$ cat src/rtl/ones_pattern_gen_pkg.sv
// ones_pattern_gen_pkg: shared defaults and state encoding for the ones pattern generator
//   DEF_N_BITS : default output vector width
//   DEF_CNT_W  : default count width, $clog2(DEF_N_BITS+1)
//   state_t    : FSM encoding; 2'd3 is illegal and recovers to ST_IDLE
package ones_pattern_gen_pkg;

    localparam int DEF_N_BITS = 127;
    localparam int DEF_CNT_W  = $clog2(DEF_N_BITS + 1);

    typedef enum logic [1:0] {
        ST_IDLE  = 2'd0,
        ST_SHIFT = 2'd1,
        ST_DONE  = 2'd2
    } state_t;

endpackage

$ cat src/rtl/ones_tally.sv
// ones_tally: counts the ones inserted into a pattern and flags a mismatch against the request
//   clk, rst_n : clock, asynchronous active-low reset
//   clr        : clear the tally (pattern accepted)
//   inc        : a one is being inserted this edge
//   chk        : last shift edge; compare the final tally against exp
//   exp        : latched requested count
//   chk_err    : sticky mismatch flag, cleared only by reset
module ones_tally #(
    parameter int CNT_W = 7
) (
    input  logic             clk,
    input  logic             rst_n,
    input  logic             clr,
    input  logic             inc,
    input  logic             chk,
    input  logic [CNT_W-1:0] exp,
    output logic             chk_err
);

    logic [CNT_W-1:0] tally;
    logic [CNT_W-1:0] tally_nxt;

    // The final insertion happens on the same edge that enters DONE, so compare the updated value.
    always_comb tally_nxt = tally + CNT_W'(inc);

    always_ff @(posedge clk or negedge rst_n) begin
        if (!rst_n) begin
            tally   <= '0;
            chk_err <= 1'b0;
        end else begin
            tally <= clr ? '0 : tally_nxt;
            if (chk && tally_nxt != exp) chk_err <= 1'b1;
        end
    end

endmodule

$ cat src/rtl/ones_pattern_gen.sv
// ones_pattern_gen: builds an N_BITS vector with the requested number of ones packed in the LSBs, one bit per clock
//   clk, rst_n : clock, asynchronous active-low reset
//   in_valid   : in_count valid
//   in_count   : requested number of ones (clamped to N_BITS)
//   in_ready   : idle and accepting
//   out_valid  : out_vector complete and stable
//   out_ready  : consumer takes out_vector
//   out_vector : generated pattern
//   chk_err    : sticky self-check error; only live with ONES_PATTERN_GEN_SELFCHECK_EN defined, else 0
module ones_pattern_gen
    import ones_pattern_gen_pkg::*;
#(
    parameter int N_BITS = DEF_N_BITS,
    parameter int CNT_W  = $clog2(N_BITS + 1)
) (
    input  logic              clk,
    input  logic              rst_n,
    input  logic              in_valid,
    input  logic [CNT_W-1:0]  in_count,
    output logic              in_ready,
    output logic              out_valid,
    input  logic              out_ready,
    output logic [N_BITS-1:0] out_vector,
    output logic              chk_err
);

    state_t           state;
    logic [CNT_W-1:0] idx;
    logic [CNT_W-1:0] cnt_q;
    logic [CNT_W-1:0] cnt_sat;
    logic             accept;
    logic             last;
    logic             ins;

    always_comb begin
        cnt_sat = (in_count > CNT_W'(N_BITS)) ? CNT_W'(N_BITS) : in_count;
        accept  = (state == ST_IDLE) && in_valid && in_ready;
        last    = (state == ST_SHIFT) && (idx == CNT_W'(N_BITS - 1));
        ins     = idx < cnt_q;
    end

    // Each shift inserts at the MSB; after N_BITS shifts bit idx=0 lands in the LSB,
    // so the ones end up thermometer-packed low and the old content is fully flushed.
    always_ff @(posedge clk or negedge rst_n) begin
        if (!rst_n) begin
            state      <= ST_IDLE;
            out_vector <= '0;
            out_valid  <= 1'b0;
            in_ready   <= 1'b1;
            idx        <= '0;
            cnt_q      <= '0;
        end else begin
            case (state)
                ST_IDLE: begin
                    if (accept) begin
                        cnt_q    <= cnt_sat;
                        idx      <= '0;
                        in_ready <= 1'b0;
                        state    <= ST_SHIFT;
                    end
                end
                ST_SHIFT: begin
                    out_vector <= {ins, out_vector[N_BITS-1:1]};
                    idx        <= idx + 1'b1;
                    if (last) begin
                        out_valid <= 1'b1;
                        state     <= ST_DONE;
                    end
                end
                ST_DONE: begin
                    if (out_ready) begin
                        out_valid <= 1'b0;
                        in_ready  <= 1'b1;
                        state     <= ST_IDLE;
                    end
                end
                default: begin
                    out_valid <= 1'b0;
                    in_ready  <= 1'b1;
                    state     <= ST_IDLE;
                end
            endcase
        end
    end

`ifdef ONES_PATTERN_GEN_SELFCHECK_EN
    ones_tally #(.CNT_W(CNT_W)) u_tally (
        .clk     (clk),
        .rst_n   (rst_n),
        .clr     (accept),
        .inc     ((state == ST_SHIFT) && ins),
        .chk     (last),
        .exp     (cnt_q),
        .chk_err (chk_err)
    );
`else
    assign chk_err = 1'b0;
`endif

endmodule

$ cat config.mk
export PLATFORM = sky130hd
export DESIGN_NAME = ones_pattern_gen
export DESIGN_NICKNAME = d
export VERILOG_FILES = /design/src/rtl/ones_pattern_gen_pkg.sv /design/src/rtl/ones_tally.sv /design/src/rtl/ones_pattern_gen.sv
export SDC_FILE = /design/constraint.sdc
export NUM_CORES = 1
export LEC_CHECK = 0
export ABC_CLOCK_PERIOD_IN_PS = 1950
export CORE_UTILIZATION = 45
export DETAILED_ROUTE_END_ITERATION = 6
export GPL_TIMING_DRIVEN = 0
export PLACE_DENSITY = 0.83
export SLEW_MARGIN = 30
export SYNTH_ARGS = -nofsm -noshare
export SYNTH_HDL_FRONTEND = slang
export SYNTH_SLANG_ARGS = --single-unit
$ cat constraint.sdc
create_clock -name clk -period 1.95 [get_ports clk]
set_clock_uncertainty 0.05 [all_clocks]
set_input_delay 0.195 -clock clk [delete_from_list [all_inputs] [get_ports clk]]
set_output_delay 0.195 -clock clk [all_outputs]
set_load 0.05 [all_outputs]
==> results.ini, run 1 <==
[flow_run]
cap_violations = 0

[setup_path]
cpLargestDelayFamily = buffers and inverters
required_ns = 1.70
arrival_ns = 1.64
crit_type = reg2out
worst-path-buf-inv = 1
path_max_fanout = 3
start_kind = register
reg2reg_from = state[1]
crit_path_cell_trace = clkdlybuf4s50_1
critPathCaptureType = output port
slowest_delay_ns = 0.85
reg2reg_slack_ns = 0.38
r2r_cells = 6
crit_start = out_vector[58]
critPathSlowestCell = clkdlybuf4s50_1
r2r-end = idx[2]

[synthesis]
synth_edf_count = 0
syn_area_um2 = 5760
synth_nets = 654
ys_types = 29
ys.flop_type = dfrtp_1
synth-seq-area-share = 0.631
netlist_instances = 635
ys_async_sr_fraction = 1.00
synth_area_per_cell_um2 = 9.07
ys_warn_count = 0
ys_seq_elements = 145

[global_routing]
grt_pass1_wl_um = 21200
grt-ovfl-total = 0
grt_start_max_net_pins = 76
track_usage = 0.208
antenna_found_initial = 0
first_global_vias = 4357

[floorplanning]
fp.dieW_um = 115
initial_utilization = 0.469
core_area_um2 = 12300
rows = 40
die_area_um2 = 13200
die_h_um = 115
io_pins = 141

[sta]
relSlewSlack = 0.631
final.period_utilization = 0.968
tightest_slew_ns = 0.552
period_needed_ns = 1.89
hold_violations = 0
holdWs_ns = 0.268
grt_setup_unrepaired = no
slew_viol_final = 0
final-setup-viol-count = 0
fmax_ghz = 0.530

[clocking]
clockBufferDepth = 2
clock_sinks = 145
postCtsSetupBuffers = 0
clkTransAtPathRegs_ns = 0.05
cts_made_buffers = 17
cts_tree = done
clk_latency_ns = 0.42
cts-root-buf = clkbuf_16
htree_levels = 4

[route]
first_pass_iters = 4
drt_iter0_drc = 321
wl_um = 12700
drc = 0
routed_via_density = 4.72
vias = 4603
wl_per_cell_um = 13.0
route.antenna.remaining_nets = 0

[power_and_ir_drop]
power.density_nw_per_um2 = 804
vdd_drop_max_uv = 423
leakagePower_nw = 4.23

[cells_and_area]
post-route-cell-area_um2 = 8010
nets = 814
area.growth.synth_to_final_pct = 39.1
antenna_cells = 0
utilization = 0.653
post_route_cells_drive_above_1_share = 0.0829

[min_path]
hold_class = in2reg
hold_path_depth = 3
hold_path_end = cnt_q[0]
min-delay-start = in_count[0]

[outcome]
status = finished clean

[place]
place_hpwl_um = 8550
place_area_um2 = 7390
gp_congestion = 0.785
place.port_buffers = 139

==> routing by layer <==
layer	up-vias	track usage	wire, um
met1	2154	0.269	5700
li1	2286	-	-
met2	148	0.314	5780
met4	0	0.0771	199
met3	15	0.0854	1050
met5	-	0	0
==> power by group <==
group          internal, mW  switching (mW)  total, mW  leakage, nW
Combinational        0.0279          0.0660     0.0939         1.98
Clock                  2.18            1.15       3.34        0.299
Sequential             3.01               0       3.01         1.95
Total                  5.22            1.22       6.44         4.23
==> area by class of cell <==
| cell class | count | area, um^2 |
|---|---|---|
| clock buffers | 28 | 517 |
| flip-flops and latches | 145 | 3630 |
| fillers | 958 | 4250 |
| plain buffers | 31 | 203 |
| repair buffers | 141 | 1430 |
| clock inverters | 4 | 95.1 |
| well taps | 168 | 210 |
| multi-input cells | 452 | 1900 |
| inverters | 7 | 26.3 |
==> worst register-to-register path, stage by stage (launching register included) <==
cell and delay, ns:
dfrtp_1 0.49, nand2b_1 0.14, buf_2 0.25, buf_6 0.23, nor2_1 0.06, o21ai_1 0.11
o21ai_0 0.10
==> flip-flops by register name, summed over array words and instances, names as in the netlist <==
name        flops
in_ready        1
out_vector    127
state           2
idx             7
out_valid       1
cnt_q           7
==> layout by cell type (no fill, tap or decap), drive strengths merged, types with 2 or more instances in the layout <==
| master | instances |
|---|---|
| nand2b | 3 |
| a21oi | 2 |
| inv | 7 |
| a211oi | 2 |
| nand2 | 394 |
| nand3 | 4 |
| o31ai | 2 |
| nand4 | 2 |
| dlygate4sd2 | 2 |
| nor2 | 7 |
| o21ai | 14 |
| clkdlybuf4s50 | 136 |
| nor3 | 3 |
| dfrtp | 144 |
| buf | 32 |
| o41ai | 2 |
| bufinv | 3 |
| ha | 8 |
| clkbuf | 29 |
==> per-stage QoR <==
step	setup TNS, ns	power [mW]	worst slack, ns	std cells
after floorplan	0	3.07	0.428	635
after global placement	-742.37	3.15	-5.14	942
after detailed placement	0	3.16	0.314	943
after CTS	0	6.50	0.0391	976
after global routing	0	6.64	0.00566	976
final	0	6.44	0.0628	976
==> cells in the mapped netlist (all sizes together) (2+ instances only) <==
cell    count  area [um^2]
nand2     394         1480
dfrtp     144         3600
buf        30          199
o21ai      14         70.1
ha          8          100
inv         7         26.3
nor2        7         26.3
nand3       4         20.0
nand2b      3         18.8
nor3        3         15.0
a211oi      2         15.0
a21oi       2         10.0
nand4       2         12.5
o31ai       2         15.0
o41ai       2         32.5
==> logic make-up after synthesis <==
kind of cell,after synthesis,synth area share
buffers and inverters,38,0.0398
AOI/OAI and AO/OA,24,0.0289
DFF,145,0.631
other,1,0.000651
adders and majority gates,8,0.0174
and+or+nand+nor,418,0.281
muxes,1,0.00196
==> how the worst max path moves through the flow <==
stage | to | slack (ns) | cells past startpoint
6_report | out_vector[58] | 0.06 | 1
4_1_cts | out_vector[58] | 0.04 | 1
3_5_place_dp | idx[6] | 0.31 | 5
2_1_floorplan | idx[6] | 0.43 | 3
5_1_grt | out_vector[104] | 0.006 | 1
3_3_place_gp | out_vector[98] | -5.14 | 1
==> what timing repair did <==
| item | 4_1_cts | 5_1_grt |
|---|---|---|
| hold endpoints to repair | 69 | 0 |
| hold buffers | 1 | 0 |
| setup endpoints to repair | 2 | 0 |
| resized for setup | 2 | 0 |
Note: power is estimated with default switching activity, not from simulation.
==> run 2, diff against run 1 <==
CTS_CLUSTER_DIAMETER = 40   (was default)
SKIP_CTS_REPAIR_TIMING = 1   (was default)
==> results.ini, run 2 (synthesized netlist as in run 1, its figures left out) <==
[route]
first_pass_iters = 5
top_layer_used = met4
drt_iter0_drc = 326
wl_met1_um = 5720
wl_per_cell_um = 13.1
wl_met3_um = 1050
routed_via_density = 4.72
vias = 4602
wl_met2_um = 5780
wl_um = 12800
route.antenna.remaining_nets = 0
drc = 0

[floorplanning]
core_area_um2 = 12300
fp.dieW_um = 115
initial_utilization = 0.469
io_pins = 141
die_area_um2 = 13200
die_h_um = 115
rows = 40

[sta]
final-setup-viol-count = 0
slew_viol_final = 0
tightest_slew_ns = 0.552
final.period_utilization = 0.968
period_needed_ns = 1.89
relSlewSlack = 0.631
hold_violations = 0
fmax_ghz = 0.530
grt_setup_unrepaired = no

[min_path]
hold_class = in2reg
hold_path_end = cnt_q[0]
min-delay-start = in_count[0]
hold_path_depth = 3

[setup_path]
critPathSlowestCell = clkdlybuf4s50_1
crit_path_cell_trace = clkdlybuf4s50_1
r2r-end = idx[2]
r2r_cells = 6
slowest_delay_ns = 0.85
worst-path-buf-inv = 1
required_ns = 1.70
start_kind = register
cpLargestDelayFamily = buffers and inverters
critPathCaptureType = output port
crit_type = reg2out
path_max_fanout = 3
reg2reg_slack_ns = 0.37
reg2reg_from = state[1]
arrival_ns = 1.64
cp.depth = 1

[clocking]
cts_tree = done
htree_levels = 4
clkTransAtPathRegs_ns = 0.05
cts-root-buf = clkbuf_16
clock_sinks = 145
clk_latency_ns = 0.42
clockBufferDepth = 2
cts_made_buffers = 17

[flow_run]
cap_violations = 0

[global_routing]
grt_start_max_net_pins = 76
first_global_vias = 4354
grt_pass1_wl_um = 21200
track_usage = 0.207
antenna_found_initial = 0
grt-ovfl-total = 0

[cells_and_area]
fin_cells = 976
regMostFlops = out_vector
post-route-cell-area_um2 = 8020
layout_common_cells = 394 x nand2_1, 144 x dfrtp_1, 136 x clkdlybuf4s50_1
post_route_cells_drive_above_1_share = 0.0829
nets = 814
area.growth.synth_to_final_pct = 39.3
fill_cells = 955
reg_top3 = out_vector: 127 flops, cnt_q: 7 flops, idx: 7 flops
final_common_cell = nand2_1
largest_reg_flops = 127
antenna_cells = 0

[place]
place_area_um2 = 7390
gp_congestion = 0.785
dp_cells = 943
place_hpwl_um = 8550
place.port_buffers = 139

[power_and_ir_drop]
leakagePower_nw = 4.25
power.density_nw_per_um2 = 804
vdd_drop_max_uv = 422

[outcome]
status = finished clean

[run 2: changes by cell type in the layout (fill, tap and decap cells not counted), sizes merged]
cell	previous run	this run
dlygate4sd2	2	0
dlymetal6s2s	0	2
[run 2: worst max path at each step]
stage / from / to / slack (ns)
2_1_floorplan: in_ready / idx[6] / 0.43
3_3_place_gp: rst_n / out_vector[98] / -5.14
3_5_place_dp: in_valid / idx[6] / 0.31
4_1_cts: in_ready / in_ready / -0.11
5_1_grt: out_vector[104] / out_vector[104] / 0.006
6_report: out_vector[58] / out_vector[58] / 0.06
[run 2: worst min-delay path, cell delays in order]
cell and delay, ns:
clkdlybuf4s50_1 0.40, nand2_1 0.06, nand2_1 0.04
[run 2: report_power, final]
part / switching [mW] / internal, mW
logic: 0.0662 / 0.0279
registers: 0 / 3.01
clock network: 1.15 / 2.18
total: 1.22 / 5.22
[run 2: metal layers]
layer  GRT usage  up-vias
met5           0        -
met4      0.0771        0
met3      0.0854       17
met2       0.312      144
met1       0.269     2159
li1            -     2282
[run 2: cell type report]
type	instances	area, um^2	share of cell area
Sequential cell	145	3630	0.453
Multi-Input combinational cell	452	1900	0.237
Timing Repair Buffer	141	1440	0.179
Clock buffer	28	517	0.0645
Tap cell	168	210	0.0262
Buffer	31	203	0.0253
Clock inverter	4	95.1	0.0119
Inverter	7	26.3	0.00328
[run 2: through the flow]
| step | utilization | setup TNS [ns] | setup slack, ns | hold slack [ns] | power (mW) |
|---|---|---|---|---|---|
| 2_1_floorplan | - | 0 | 0.428 | -0.151 | 3.07 |
| 3_3_place_gp | 0.600 | -742.37 | -5.14 | 0.409 | 3.15 |
| 5_1_grt | 0.654 | 0 | 0.00566 | 0.275 | 6.64 |
| 4_1_cts | 0.653 | -0.121 | -0.112 | -0.295 | 6.50 |
| 6_report | 0.654 | 0 | 0.0620 | 0.266 | 6.44 |
| 3_5_place_dp | 0.603 | 0 | 0.314 | 0.146 | 3.16 |
==> run 3, diff against run 2 <==
CAP_MARGIN = 20   (was default)
==> results of run 3 <==
Final layout, timing and power as in run 2 (identical DEF).
